===== config.mk =====
export PLATFORM = sky130hd
export DESIGN_NAME = csa_seq_adder
export DESIGN_NICKNAME = d
export VERILOG_FILES = /design/src/rtl/csa_seq_adder.sv
export SDC_FILE = /design/constraint.sdc
export NUM_CORES = 1
export LEC_CHECK = 0
export ABC_AREA = 1
export CAP_MARGIN = 20
export CORE_MARGIN = 2
export CORE_UTILIZATION = 32
export DETAILED_ROUTE_END_ITERATION = 10
export PLACE_DENSITY = 0.53
export SYNTH_ARGS = -nofsm -noshare
export SYNTH_HDL_FRONTEND = slang
export SYNTH_SLANG_ARGS = --single-unit

===== constraint.sdc =====
create_clock -name CLK -period 7.1 [get_ports CLK]
set_clock_uncertainty 0.1 [all_clocks]
set_input_delay 1.065 -clock CLK [delete_from_list [all_inputs] [get_ports CLK]]
set_output_delay 1.065 -clock CLK [all_outputs]
set_load 0.005 [all_outputs]

===== src/rtl/csa_seq_adder.sv =====
// ============================================================================
//  Module   : csa_seq_adder
//  Purpose  : Multi-cycle carry-select adder, one BLOCK-bit slice per clock,
//             with a START/BUSY/DONE handshake. The optional OVF port is
//             enabled by defining CSA_OVF_EN.
//  Revision : 1.0  initial release
// ============================================================================
`default_nettype none

module csa_seq_adder #(
  parameter int WIDTH = 16,
  parameter int BLOCK = 4
) (
  input  logic             CLK,
  input  logic             RST,
  input  logic             START,
  input  logic [WIDTH-1:0] A,
  input  logic [WIDTH-1:0] B,
  input  logic             CIN,
  output logic             BUSY,
  output logic             DONE,
  output logic [WIDTH-1:0] SUM,
`ifdef CSA_OVF_EN
  output logic             OVF,
`endif
  output logic             COUT
);

  localparam int NBLK = WIDTH / BLOCK;
  localparam int IW   = (NBLK > 1) ? $clog2(NBLK) : 1;
  localparam logic [IW-1:0] LAST_IDX = IW'(NBLK - 1);

  typedef enum logic [1:0] {
    S_IDLE = 2'd0,
    S_RUN  = 2'd1,
    S_FIN  = 2'd2
  } state_t;

  state_t           state_q;
  logic [IW-1:0]    idx_q;
  logic             carry_q;
  logic [WIDTH-1:0] a_q;
  logic [WIDTH-1:0] b_q;
  logic [WIDTH-1:0] res_q;

  logic [WIDTH-1:0] res_d;
  logic             carry_d;
  logic [BLOCK-1:0] a_slc;
  logic [BLOCK-1:0] b_slc;
  logic [BLOCK:0]   s0;
  logic [BLOCK:0]   s1;
  logic [BLOCK:0]   sel;
  int               base;
`ifdef CSA_OVF_EN
  logic             ovf_d;
`endif

  // Both candidate sums are formed every cycle; the registered carry picks one.
  always_comb begin
    base    = int'(idx_q) * BLOCK;
    a_slc   = a_q[base +: BLOCK];
    b_slc   = b_q[base +: BLOCK];
    s0      = {1'b0, a_slc} + {1'b0, b_slc};
    s1      = s0 + {{BLOCK{1'b0}}, 1'b1};
    sel     = carry_q ? s1 : s0;
    res_d   = res_q;
    res_d[base +: BLOCK] = sel[BLOCK-1:0];
    carry_d = sel[BLOCK];
`ifdef CSA_OVF_EN
    // Carry into the MSB is recovered from the MSB sum bit and its operands.
    ovf_d   = (a_q[WIDTH-1] ^ b_q[WIDTH-1] ^ res_d[WIDTH-1]) ^ carry_d;
`endif
  end

  always_ff @(posedge CLK or posedge RST) begin
    if (RST) begin
      state_q <= S_IDLE;
      idx_q   <= '0;
      carry_q <= 1'b0;
      a_q     <= '0;
      b_q     <= '0;
      res_q   <= '0;
      BUSY    <= 1'b0;
      DONE    <= 1'b0;
      SUM     <= '0;
      COUT    <= 1'b0;
`ifdef CSA_OVF_EN
      OVF     <= 1'b0;
`endif
    end else begin
      case (state_q)
        S_IDLE: begin
          if (START) begin
            a_q     <= A;
            b_q     <= B;
            carry_q <= CIN;
            idx_q   <= '0;
            res_q   <= '0;
            BUSY    <= 1'b1;
            state_q <= S_RUN;
          end
        end
        S_RUN: begin
          res_q   <= res_d;
          carry_q <= carry_d;
          if (idx_q == LAST_IDX) begin
            idx_q   <= '0;
            SUM     <= res_d;
            COUT    <= carry_d;
`ifdef CSA_OVF_EN
            OVF     <= ovf_d;
`endif
            DONE    <= 1'b1;
            BUSY    <= 1'b0;
            state_q <= S_FIN;
          end else begin
            idx_q <= idx_q + 1'b1;
          end
        end
        S_FIN: begin
          DONE    <= 1'b0;
          state_q <= S_IDLE;
        end
        default: begin
          state_q <= S_IDLE;
          BUSY    <= 1'b0;
          DONE    <= 1'b0;
        end
      endcase
    end
  end

endmodule

`default_nettype wire


* After elaboration in Yosys (flattened, before gate mapping) *
Cells that the tools add are included.

storage, ports and cells
  register bits = 72
  bits of input ports = 36
  output and inout bits = 19
  word-level logic and storage cells = 50

cells by class
  $add $sub $neg = 4
  equality and inequality tests = 5
  shift operators = 4
  muxes and demuxes = 17
  bitwise gates (word level) = 2
  reductions and logical operators = 8

operator list
  operator                 count
  $neg 4->33               1
  $shift 4x33->16 const A  1
  $shiftx 4x33->16         1
  $pmux 16 s2              1
  $shiftx 16x5->4          2
  $bwmux 16                1
  $mux 16                  1
  $reduce_and 2->1         5
  $mux 2                   4
  $pmux 2 s2               2
  $add 4x4->5              1
  $add 5x1->5 const B      1
  $mux 5                   1
  $eq 2x2->1 const B       2
  $mux 1                   4
  $ne 2x2->1 const B       2
  $pmux 1 s2               2
  $pmux 1 s3               1
  $reduce_and 3->1         1
  $add 2x1->2 const B      1
  $eq 2x1->1 const B       1
  $logic_not 2->1          1
  $not 1->1                2
  $reduce_bool 2->1        1

* Longest topological paths before layout *
Gate-level depths: netlist of run 1.

  word-level depth = 7
  depth in mapped cells = 19

* Worst setup path after synthesis of run 1 *
Ideal clock, no wire load.

  path type = flip-flop to flip-flop
  start = register idx_q[0]
  end = register SUM[5]
  library setup time = 0.083 ns
  data arrival time = 2.611 ns
  data required time = 6.917 ns
  path slack = 4.306 ns
  stages on the path, launching flop included = 17
  buffers on the path = 2
  cell sequence = dfrtp_1 > inv_2 > buf_4 > buf_2 > nor2_1 > o22ai_1 > ha_1 > fa_1 > ha_1 > inv_1 > nand2_1 > o21ai_0 > nor2_1 > nand2_1 > o22ai_1 > inv_1 > o21ai_0

on the way
  word-level cells in the longest chain between the ends = 6
  elaborated cells on any way between the ends = 11
  those cells by class = 3 x add/sub; 1 x eq/ne; 4 x shift; 2 x mux; 1 x reduce/logical

RTL lines
  what                                       line    RTL
  start, declared                            40      logic [IW-1:0] idx_q;
  start signal, assigned                     117     idx_q <= idx_q + 1'b1;
  $shiftx 16x5->4, on equally long branches  61, 62
  $add 4x4->5                                63      s0 = {1'b0, a_slc} + {1'b0, b_slc};
  $add 5x1->5                                64      s1 = s0 + {{BLOCK{1'b0}}, 1'b1};
  $mux 5                                     65      sel = carry_q ? s1 : s0;
  $shiftx 4x33->16                           67      res_d[base +: BLOCK] = sel[BLOCK-1:0];
  $bwmux 16                                  67
  end signal, assigned                       108     SUM <= res_d;
  end, declared                              22      output logic [WIDTH-1:0] SUM,

Parallel ways exist; a longest one is shown, timed or not.
A chain may end at the register's enable or synchronous reset.

* Final worst setup path of run 1 *
Ends and elaborated chain as after synthesis.

==> run summary, run 1 <==
- worst ir drop on vdd: 179.4 uV
- fraction of power spent switching nets: 0.4337
- final count of pins violating max slew: 0
- Clock power frac: 0.182
- clock tree from TritonCTS: yes
- area delta synth->final: 25.74%
- Die H: 108.7 um
- element type at the critical path start: register
- fraction of power consumed by sequential logic: 0.315
- internal power of the cells: 1.266 mW
- global route overflow: 0
- hold-fix buffer count after cts: 0
- unrepaired setup endpoints after global routing: false
- power density of the placed cells: 507.4 nW/um^2
- initial standard-cell utilization of the core: 0.3262
- most used cells in the layout excluding fill and tap cells: sky130_fd_sc_hd__nand2_1, sky130_fd_sc_hd__dfrtp_1, sky130_fd_sc_hd__clkdlybuf4s50_1, sky130_fd_sc_hd__inv_1, sky130_fd_sc_hd__o21ai_0
- area fraction in and, or, nand and nor cells after synthesis: 0.2681
- total power draw: 2.236 mW
- Port Buffer Count: 54
- root buffer cell: sky130_fd_sc_hd__clkbuf_8
- proportion of layout cells with a drive suffix above 1: 0.07692
- wire length of the first global-routing pass: 13.78 mm
- Seq cells post-synth: 72
- sequential area share after synthesis: 0.5141
- Die Area: 11800 sq um
- worst hold margin: 0.3817 ns
- maximum frequency from static timing analysis: 282.8 MHz
- area of the mapped netlist: 3505 sq um
- WL/cell: 12.72 um
- clock tree sinks: 72
- minimum clock period: 3.537 ns
- Total Nets Final: 537
- Total Routed Length: 8.064 mm
- remaining routing DRC violations: 0
- DR vias: 2919
- setup-violating endpoint count in the final report: 0
- arithmetic-cell share of the synthesized area counting full adders, half adders and majority gates: 0.04498
- largest family of logic cells by synthesized area: simple AND/OR/NAND/NOR gates
- number of hold violations in the final report: 0
- Avg Cell Area, Syn: 8.001 sq um
- slew at the pin closest to its max-slew limit: 0.9234 ns
- overall global routing resource usage: 0.1504
- initial antenna violation count: 0
- worst endpoint required time: 7.26 ns
- category of the most critical setup path: reg -> reg
- static power due to leakage: 2.168 nW
- Worst Setup End Kind: register
- status: completed
- final setup TNS: 0 ns
- setup bufs post-CTS: 0
- Synthesis Warnings: 0
- compound-gate portion of the synthesized area: 0.1042
- number of maximum-capacitance constraint violations: 0
- xor and xnor area share after synthesis: 0
- Max Root-Sink Buffers: 2
- relative slew slack: 0.3844
- placer's final routability congestion estimate: 0.8824
- core occupancy in the finished layout: 0.4101
- dpl hpwl: 5.725 mm
- CTS-repair resized insts: 0
- first-iteration detailed-routing DRC count: 105
- number of distinct library cell variants in the gate-level netlist after synthesis: 26
- maximum level of the CTS H-tree: 3
- final period utilization: 0.4981
- net switching power of the design: 969.6 uW
- core area: 10750 sq um
- via count of the first global-routing pass: 2914
- share of synthesized area spent on multiplexers: 0
- clock latency at the later pin of the worst-skew pair: 0.34 ns
- ports placed on the boundary: 55
- placement row count: 38
- pin count of the biggest net entering global routing: 73
- leading cell type in the layout, fill and taps excluded: sky130_fd_sc_hd__nand2_1
- Syn Inst Count: 438
- Vias per Instance: 4.604
- Filler Cells Inserted: 1162
- Inserted Clock Buffers: 9
- 1st-pass router iterations: 4
- crit path DAT: 3.69 ns
- number of nets with antenna violations after detailed routing: 0
- part of the total power dissipated in combinational logic: 0.503
- Die W: 108.7 um
- largest fanout of any net on the critical path: 26
- Tightest Hold Check Type: reg -> reg
- count of antenna diodes in the layout: 0
- Clock Pin Slew Worst Setup and Hold Paths: 0.08 ns
- net count of the mapped netlist: 486
stage by stage:
stage / area [sq um] / worst slack (ns) / std cells
floorplan: 3505 / 4.110 / 438
global placement: 4153 / 3.588 / 618
detailed placement: 4153 / 3.548 / 618
CTS: 4407 / 3.573 / 634
global route: 4407 / 3.207 / 634
finish: 4407 / 3.563 / 634
worst paths after layout:
| check | depth (start not counted) | slack [ns] | from | endpoint |
|---|---|---|---|---|
| setup / recovery | 14 | 3.56 | idx_q[0] | SUM[5] |
| hold / removal | 2 | 0.38 | SUM[8] | SUM[8] |
| setup reg to reg | 14 | 3.56 | idx_q[0] | SUM[5] |
| hold reg to reg | 2 | 0.38 | SUM[8] | SUM[8] |
| max in group asynchronous | 3 | 5.08 | RST | b_q[7] |
| min in group asynchronous | 3 | 1.23 | RST | res_q[5] |
power by group through the flow:
stage	combinational (mW)	sequential, mW	clock (mW)
finish	1.13	0.704	0.406
floorplan	0.860	0.669	0
detailed placement	1.13	0.714	0
CTS	1.14	0.707	0.414
global placement	1.11	0.711	0
global route	1.31	0.726	0.431
cell type report:
| cell class | count | area [sq um] | area share |
|---|---|---|---|
| Multi-Input combinational cell | 307 | 1463 | 0.3319 |
| Clock inverter | 5 | 102.6 | 0.02328 |
| Timing Repair Buffer | 55 | 548.0 | 0.1244 |
| Inverter | 44 | 165.2 | 0.03748 |
| Clock buffer | 11 | 151.4 | 0.03436 |
| Sequential cell | 72 | 1802 | 0.4089 |
| Tap cell | 140 | 175.2 | 0.03975 |
sequential cells by signal (all words and copies together), names as in the netlist:
| signal | cells |
|---|---|
| idx_q | 2 |
| DONE | 1 |
| a_q | 16 |
| SUM | 16 |
| carry_q | 1 |
| state_q | 2 |
| b_q | 16 |
| COUT | 1 |
| res_q | 16 |
| BUSY | 1 |
routing by layer:
layer	global-route usage	part of all wire
met3	0.03168	0.036
met4	0.06410	0.025
met5	0	0
met2	0.2406	0.47
met1	0.1976	0.47
cells in the mapped netlist, drive strengths merged:
cell,number,area share
nor2,27,0.036
nand2,187,0.20
o22ai,22,0.039
o32ai,1,0.0025
nand4,2,0.0036
buf,10,0.016
nand3,14,0.026
dfrtp,72,0.51
inv,42,0.045
ha,11,0.039
fa,1,0.0057
clkinv,2,0.0021
clkbuf,5,0.0054
a22oi,2,0.0043
o21ai,36,0.051
a21oi,4,0.0068
critical path, stage by stage, from the launching register on:
cell and delay [ns]:
sky130_fd_sc_hd__dfrtp_1 0.84, sky130_fd_sc_hd__inv_2 0.34, sky130_fd_sc_hd__o21ai_0 0.24, sky130_fd_sc_hd__o22ai_1 0.09
sky130_fd_sc_hd__ha_1 0.24, sky130_fd_sc_hd__fa_1 0.50, sky130_fd_sc_hd__ha_1 0.31, sky130_fd_sc_hd__inv_1 0.04
sky130_fd_sc_hd__nand2_1 0.04, sky130_fd_sc_hd__o21ai_0 0.15, sky130_fd_sc_hd__nor2_1 0.12, sky130_fd_sc_hd__nand2_1 0.08
sky130_fd_sc_hd__o22ai_1 0.14, sky130_fd_sc_hd__inv_1 0.07, sky130_fd_sc_hd__o21ai_0 0.14
cell families (layout without fill, tap and decap cells):
family,count (synthesis),count (layout)
simple gates,230,230
flops,72,72
compound gates,65,65
fa+ha+maj,12,12
buf+inv,59,115
Power figures use the tool's default switching activity.
==> run 2: changes to the inputs <==
==> constraint.sdc (replaced) <==
create_clock -name CLK -period 3.7 [get_ports CLK]
set_clock_uncertainty 0.1 [all_clocks]
set_input_delay 0.555 -clock CLK [delete_from_list [all_inputs] [get_ports CLK]]
set_output_delay 0.555 -clock CLK [all_outputs]
set_load 0.005 [all_outputs]
==> run 2 against run 1 <==
  * Clock-buffer cell count up 1
  * Critical path type unchanged
  * Global-route usage down 0.23 points
  * Wire length up 2.2%
  * Fmax up 9.5%
  * Via count down 0.41%
  * Critical path depth unchanged
  * Power up 85%
  * Non-clock buffer count up 3
  * Critical endpoint is now res_q[5]
  * Clock power up 45%
  * Largest power group unchanged
==> run summary, run 2 (synthesis results as in run 1) <==
- status: completed, unchanged
- proportion of layout cells with a drive suffix above 1: 0.07646, was 0.07692
- initial standard-cell utilization of the core: 0.3262, unchanged
- number of maximum-capacitance constraint violations: 0, unchanged
- area delta synth->final: 24.63%, was 25.74%
- worst endpoint required time: 3.85 ns, was 7.26 ns
- placement row count: 38, unchanged
- crit path DAT: 3.38 ns, was 3.69 ns
- final count of pins violating max slew: 0, unchanged
- Clock Pin Slew Worst Setup and Hold Paths: 0.07 ns, was 0.08 ns
- relative slew slack: 0.6007, was 0.3844
- leading cell type in the layout, fill and taps excluded: sky130_fd_sc_hd__nand2_1, unchanged
- 1st-pass router iterations: 4, unchanged
- clock tree sinks: 72, unchanged
- dpl hpwl: 5.916 mm, was 5.725 mm
- hold-fix buffer count after cts: 0, unchanged
- count of antenna diodes in the layout: 0, unchanged
- clock latency at the later pin of the worst-skew pair: 0.34 ns, about the same
- global-route met1 utilization: 0.1917, was 0.1976
- element type at the critical path start: register, unchanged
- category of the most critical setup path: reg -> reg, unchanged
- remaining routing DRC violations: 0, unchanged
- core area: 10750 sq um, unchanged
- static power due to leakage: 2.155 nW, was 2.168 nW
- largest fanout of any net on the critical path: 12, was 26
- ports placed on the boundary: 55, unchanged
- WL/cell: 12.93 um, was 12.72 um
- worst ir drop on vdd: 293.2 uV, was 179.4 uV
- setup-violating endpoint count in the final report: 0, unchanged
- unrepaired setup endpoints after global routing: false, unchanged
- Total Routed Length: 8.238 mm, was 8.064 mm
- number of hold violations in the final report: 0, unchanged
- layer with the highest usage after global routing: met2, unchanged
- Tightest Hold Check Type: reg -> reg, unchanged
- pin count of the biggest net entering global routing: 46, was 73
- slew at the pin closest to its max-slew limit: 0.5980 ns, was 0.9234 ns
- clock tree from TritonCTS: yes, unchanged
- first-iteration detailed-routing DRC count: 81, was 105
- Die H: 108.7 um, unchanged
- Die W: 108.7 um, unchanged
- wire length of the first global-routing pass: 13.61 mm, was 13.78 mm
- number of nets with antenna violations after detailed routing: 0, unchanged
- global route overflow: 0, unchanged
- global routing met3 resource utilization: 0.03467, was 0.03168
- maximum frequency from static timing analysis: 309.5 MHz, was 282.8 MHz
- placer's final routability congestion estimate: 0.8772, was 0.8824
- Die Area: 11800 sq um, unchanged
- via count of the first global-routing pass: 2877, was 2914
- Vias per Instance: 4.564, was 4.604
- overall global routing resource usage: 0.1480, was 0.1504
- met2 GRT Util: 0.2388, was 0.2406
- power density of the placed cells: 946.9 nW/um^2, was 507.4 nW/um^2
- DR vias: 2907, was 2919
- setup bufs post-CTS: 0, unchanged
- Port Buffer Count: 54, unchanged
- minimum clock period: 3.231 ns, was 3.537 ns
- Total Nets Final: 540, was 537
- root buffer cell: sky130_fd_sc_hd__clkbuf_8, unchanged
- total power draw: 4.136 mW, was 2.236 mW
- Inserted Clock Buffers: 9, unchanged
- Max Root-Sink Buffers: 2, unchanged
- maximum level of the CTS H-tree: 3, unchanged
- core occupancy in the finished layout: 0.4065, was 0.4101
- most used cells in the layout excluding fill and tap cells: sky130_fd_sc_hd__nand2_1, sky130_fd_sc_hd__dfrtp_1, sky130_fd_sc_hd__clkdlybuf4s50_1, sky130_fd_sc_hd__inv_1, sky130_fd_sc_hd__o21ai_0, unchanged
- initial antenna violation count: 0, unchanged
- CTS-repair resized insts: 0, unchanged
- final setup TNS: 0 ns, unchanged
- Worst Setup End Kind: register, unchanged
- final period utilization: 0.8732, was 0.4981
-- run 2: cell count changes in the layout (fill, tap and decap cells not counted), moves of 2 or more --
cell | previous run | this run
sky130_fd_sc_hd__buf_4 | 1 | 3
sky130_fd_sc_hd__bufinv_16 | 3 | 1
sky130_fd_sc_hd__clkbuf_1 | 0 | 3
sky130_fd_sc_hd__clkbuf_8 | 11 | 9
sky130_fd_sc_hd__clkinv_2 | 1 | 3
-- run 2: metal layers --
layer  share of wire  up-vias
li1                -     1489
met1            0.48     1341
met2            0.46       59
met3           0.034       18
met4           0.026        0
met5               0        -
-- run 2: area by class of cell --
class,instances,area (sq um)
multi-input combinational,307,1463
tap,140,175.2
clock buffer,12,135.1
sequential,72,1802
timing repair buffer,58,583.1
clock inverter,4,45.04
fill,1162,6377
inverter,44,165.2
-- run 2: path summary, 6_finish.rpt --
check | slack (ns) | to | depth (start not counted) | start
hold reg to reg | 0.37 | a_q[4] | 2 | a_q[4]
setup / recovery | 0.47 | res_q[5] | 14 | idx_q[1]
max in group asynchronous | 2.34 | BUSY | 3 | RST
setup reg to reg | 0.47 | res_q[5] | 14 | idx_q[1]
hold / removal | 0.37 | a_q[4] | 2 | a_q[4]
min in group asynchronous | 0.50 | SUM[1] | 2 | RST
-- run 2: worst max-delay path, stage by stage, from the launching register on --
cell and delay [ns]:
sky130_fd_sc_hd__dfrtp_1 0.57, sky130_fd_sc_hd__clkinv_1 0.38, sky130_fd_sc_hd__o21ai_0 0.18, sky130_fd_sc_hd__o22ai_1 0.10, sky130_fd_sc_hd__ha_1 0.24, sky130_fd_sc_hd__fa_1 0.50
sky130_fd_sc_hd__ha_1 0.30, sky130_fd_sc_hd__inv_1 0.04, sky130_fd_sc_hd__nand2_1 0.04, sky130_fd_sc_hd__o21ai_0 0.18, sky130_fd_sc_hd__nor2_1 0.14, sky130_fd_sc_hd__nand2_1 0.08
sky130_fd_sc_hd__o22ai_1 0.11, sky130_fd_sc_hd__inv_1 0.06, sky130_fd_sc_hd__o22ai_1 0.13
-- run 2: where the power goes --
| part | switching (mW) | internal, mW | total [mW] |
|---|---|---|---|
| Sequential | 0.201 | 1.12 | 1.32 |
| Combinational | 1.39 | 0.843 | 2.23 |
| Clock | 0.280 | 0.309 | 0.589 |
| Total | 1.87 | 2.27 | 4.14 |
-- run 2: metrics by stage --
| stage | std cells | worst slack, ns | hold WS [ns] | area, sq um |
|---|---|---|---|---|
| 5_1_grt | 637 | 0.2238 | 0.4045 | 4368 |
| 2_1_floorplan | 438 | 0.9057 | 0.3436 | 3505 |
| 3_3_place_gp | 621 | 0.6348 | 0.3627 | 4188 |
| 6_report | 637 | 0.4691 | 0.3747 | 4368 |
| 4_1_cts | 637 | 0.4740 | 0.3827 | 4368 |
| 3_5_place_dp | 621 | 0.4886 | 0.3624 | 4188 |
==> run 3: changes to the inputs <==
--- a/config.mk
+++ b/config.mk
@@ -11,6 +11,8 @@
 export CORE_UTILIZATION = 32
 export DETAILED_ROUTE_END_ITERATION = 10
 export PLACE_DENSITY = 0.53
+export RECOVER_POWER = 25
+export REMOVE_ABC_BUFFERS = 1
 export SYNTH_ARGS = -nofsm -noshare
 export SYNTH_HDL_FRONTEND = slang
 export SYNTH_SLANG_ARGS = --single-unit
==> constraint.sdc (replaced) <==
create_clock -name CLK -period 3.7 [get_ports CLK]
set_clock_uncertainty 0.1 [all_clocks]
set_input_delay 0.925 -clock CLK [delete_from_list [all_inputs] [get_ports CLK]]
set_output_delay 0.925 -clock CLK [all_outputs]
set_load 0.005 [all_outputs]
==> run 3 against run 2 <==
  * Non-clock buffer count up 1
  * Via count is 0.89% higher
  * Register-to-register slack better by 0.06 ns
  * Power increased by 3.2%
  * Wire length down 0.24%
  * Global-route usage grew 1.1 points
  * Final area is 0.95% higher
  * Critical endpoint is now SUM[13]
  * Highest routed layer unchanged
==> run summary, run 3 (synthesis results as in run 1) <==
- status: completed, unchanged
- most used cells in the layout excluding fill and tap cells: sky130_fd_sc_hd__nand2_1, sky130_fd_sc_hd__dfrtp_1, sky130_fd_sc_hd__clkdlybuf4s50_1, sky130_fd_sc_hd__inv_1, sky130_fd_sc_hd__o21ai_0, unchanged
- cell with the largest stage delay on the worst path: sky130_fd_sc_hd__dfrtp_1, unchanged
- power density of the placed cells: 968.0 nW/um^2, was 946.9 nW/um^2
- Worst Setup End Kind: register, unchanged
- initial antenna violation count: 0, unchanged
- Total Nets Final: 541, was 540
- unrepaired setup endpoints after global routing: false, unchanged
- worst ir drop on vdd: 296.6 uV, was 293.2 uV
- number of nets with antenna violations after detailed routing: 0, unchanged
- Vias per Instance: 4.597, was 4.564
- placement row count: 38, unchanged
- largest fanout of any net on the critical path: 12, unchanged
- ports placed on the boundary: 55, unchanged
- category of the most critical setup path: reg -> reg, unchanged
- number of maximum-capacitance constraint violations: 0, unchanged
- setup-violating endpoint count in the final report: 0, unchanged
- clock tree from TritonCTS: yes, unchanged
- Setup crit start: idx_q[1], unchanged
- relative slew slack: 0.2718, was 0.6007
- hold path start: b_q[10], was a_q[4]
- Tightest Hold Check Type: reg -> reg, unchanged
- WL/cell: 12.88 um, was 12.93 um
- overall global routing resource usage: 0.1586, was 0.1480
- maximum frequency from static timing analysis: 315.7 MHz, was 309.5 MHz
- final period utilization: 0.8561, was 0.8732
- clock tree sinks: 72, unchanged
- Max Root-Sink Buffers: 2, unchanged
- CTS-repair resized insts: 0, unchanged
- Post-Layout Inst Area: 4409 sq um, was 4368 sq um
- hold-fix buffer count after cts: 0, unchanged
- clock latency at the later pin of the worst-skew pair: 0.36 ns, was 0.34 ns
- Die Area: 11800 sq um, unchanged
- root buffer cell: sky130_fd_sc_hd__clkbuf_8, unchanged
- Crit path largest cell delay: 0.55 ns, was 0.57 ns
- global route overflow: 0, unchanged
- element type at the critical path start: register, unchanged
- core area: 10750 sq um, unchanged
- Die H: 108.7 um, unchanged
- worst endpoint required time: 3.87 ns, was 3.85 ns
- crit path DAT: 3.34 ns, was 3.38 ns
- first-iteration detailed-routing DRC count: 132, was 81
- Total Routed Length: 8.218 mm, was 8.238 mm
- setup bufs post-CTS: 0, unchanged
- maximum level of the CTS H-tree: 3, unchanged
- pin count of the biggest net entering global routing: 37, was 46
- DR vias: 2933, was 2907
- final count of pins violating max slew: 0, unchanged
- area delta synth->final: 25.81%, was 24.63%
- wire length of the first global-routing pass: 14.45 mm, was 13.61 mm
- static power due to leakage: 2.175 nW, was 2.155 nW
- Critical Path Most Common Cell: sky130_fd_sc_hd__o21ai_0, was sky130_fd_sc_hd__o22ai_1
- remaining routing DRC violations: 0, unchanged
- Inserted Clock Buffers: 9, unchanged
- Port Buffer Count: 54, unchanged
- 1st-pass router iterations: 4, unchanged
- Die W: 108.7 um, unchanged
- initial standard-cell utilization of the core: 0.3262, unchanged
- final setup TNS: 0 ns, unchanged
- count of antenna diodes in the layout: 0, unchanged
- slew at the pin closest to its max-slew limit: 1.092 ns, was 0.5980 ns
- proportion of layout cells with a drive suffix above 1: 0.07631, was 0.07646
- reg-to-reg critical path startpoint: idx_q[1], unchanged
- crit path cell chain: clkinv_1 -> o21ai_0 -> o22ai_1 -> ha_1 -> fa_1 -> ha_1 -> inv_1 -> nand2_1 -> o21ai_0 -> nor2_1 -> nand2_1 -> o22ai_1 -> inv_1 -> o21ai_0, was clkinv_1 -> o21ai_0 -> o22ai_1 -> ha_1 -> fa_1 -> ha_1 -> inv_1 -> nand2_1 -> o21ai_0 -> nor2_1 -> nand2_1 -> o22ai_1 -> inv_1 -> o22ai_1
- instance area at placement: 4195 sq um, was 4188 sq um
- minimum clock period: 3.168 ns, was 3.231 ns
- number of hold violations in the final report: 0, unchanged
- count of buffering cells on the critical path with inverters included: 3, unchanged
- Worst path top cell family by delay: adder cells, unchanged
- dpl hpwl: 5.962 mm, was 5.916 mm
- Clock Pin Slew Worst Setup and Hold Paths: 0.07 ns, about the same
- placer's final routability congestion estimate: 0.8544, was 0.8772
- leading cell type in the layout, fill and taps excluded: sky130_fd_sc_hd__nand2_1, unchanged
- via count of the first global-routing pass: 3019, was 2877
run 3: cell count changes in the layout (fill, tap and decap cells not counted):
cell / before / now
sky130_fd_sc_hd__clkinv_2: 3 / 0
sky130_fd_sc_hd__dlygate4sd3_1: 0 / 1
sky130_fd_sc_hd__clkbuf_8: 9 / 12
sky130_fd_sc_hd__clkbuf_2: 0 / 1
sky130_fd_sc_hd__inv_1: 32 / 33
sky130_fd_sc_hd__inv_2: 10 / 9
sky130_fd_sc_hd__clkdlybuf4s50_1: 54 / 53
sky130_fd_sc_hd__bufinv_16: 1 / 2
sky130_fd_sc_hd__buf_12: 1 / 0
run 3: where the power goes:
| group | switching [mW] | internal (mW) |
|---|---|---|
| logic | 1.37 | 0.840 |
| clock network | 0.294 | 0.436 |
| registers | 0.210 | 1.12 |
run 3: per-stage QoR:
step	instances	total power, mW	worst slack [ns]	hold WS [ns]	utilization
global route	638	4.698	0.1641	0.3965	0.4103
finish	638	4.268	0.5324	0.3800	0.4103
global placement	622	3.548	0.7137	0.3617	0.3904
floorplan	423	2.878	0.6965	0.3436	-
detailed placement	622	3.581	0.5326	0.3635	0.3904
CTS	638	4.331	0.5107	0.3831	0.4121
run 3: path summary, 6_finish.rpt:
path	slack (ns)	depth (start not counted)	to
max	0.53	14	SUM[13]
min	0.38	2	b_q[10]
max reg2reg	0.53	14	SUM[13]
min reg2reg	0.38	2	b_q[10]
max in group asynchronous	0.95	3	b_q[3]
min in group asynchronous	1.13	2	res_q[10]
run 3: cell type report:
type,instances,area [sq um]
Clock buffer,14,172.7
Clock inverter,2,60.06
Fill cell,1161,6336
Inverter,44,165.2
Multi-Input combinational cell,307,1463
Sequential cell,72,1802
Tap cell,140,175.2
Timing Repair Buffer,59,571.8
run 3: worst reg2reg max path, stage by stage (launching register included):
cell and delay [ns]:
sky130_fd_sc_hd__dfrtp_1 0.55, sky130_fd_sc_hd__clkinv_1 0.37, sky130_fd_sc_hd__o21ai_0 0.18, sky130_fd_sc_hd__o22ai_1 0.09, sky130_fd_sc_hd__ha_1 0.24, sky130_fd_sc_hd__fa_1 0.49, sky130_fd_sc_hd__ha_1 0.31, sky130_fd_sc_hd__inv_1 0.03
sky130_fd_sc_hd__nand2_1 0.04, sky130_fd_sc_hd__o21ai_0 0.14, sky130_fd_sc_hd__nor2_1 0.13, sky130_fd_sc_hd__nand2_1 0.08, sky130_fd_sc_hd__o22ai_1 0.11, sky130_fd_sc_hd__inv_1 0.07, sky130_fd_sc_hd__o21ai_0 0.15
run 3: metal layers:
layer | GRT usage | vias up | wire length, um
li1 | - | 1504 | -
met1 | 0.2109 | 1358 | 4068
met2 | 0.2540 | 60 | 3664
met3 | 0.02630 | 11 | 325
met4 | 0.07143 | 0 | 159
met5 | 0 | - | 0
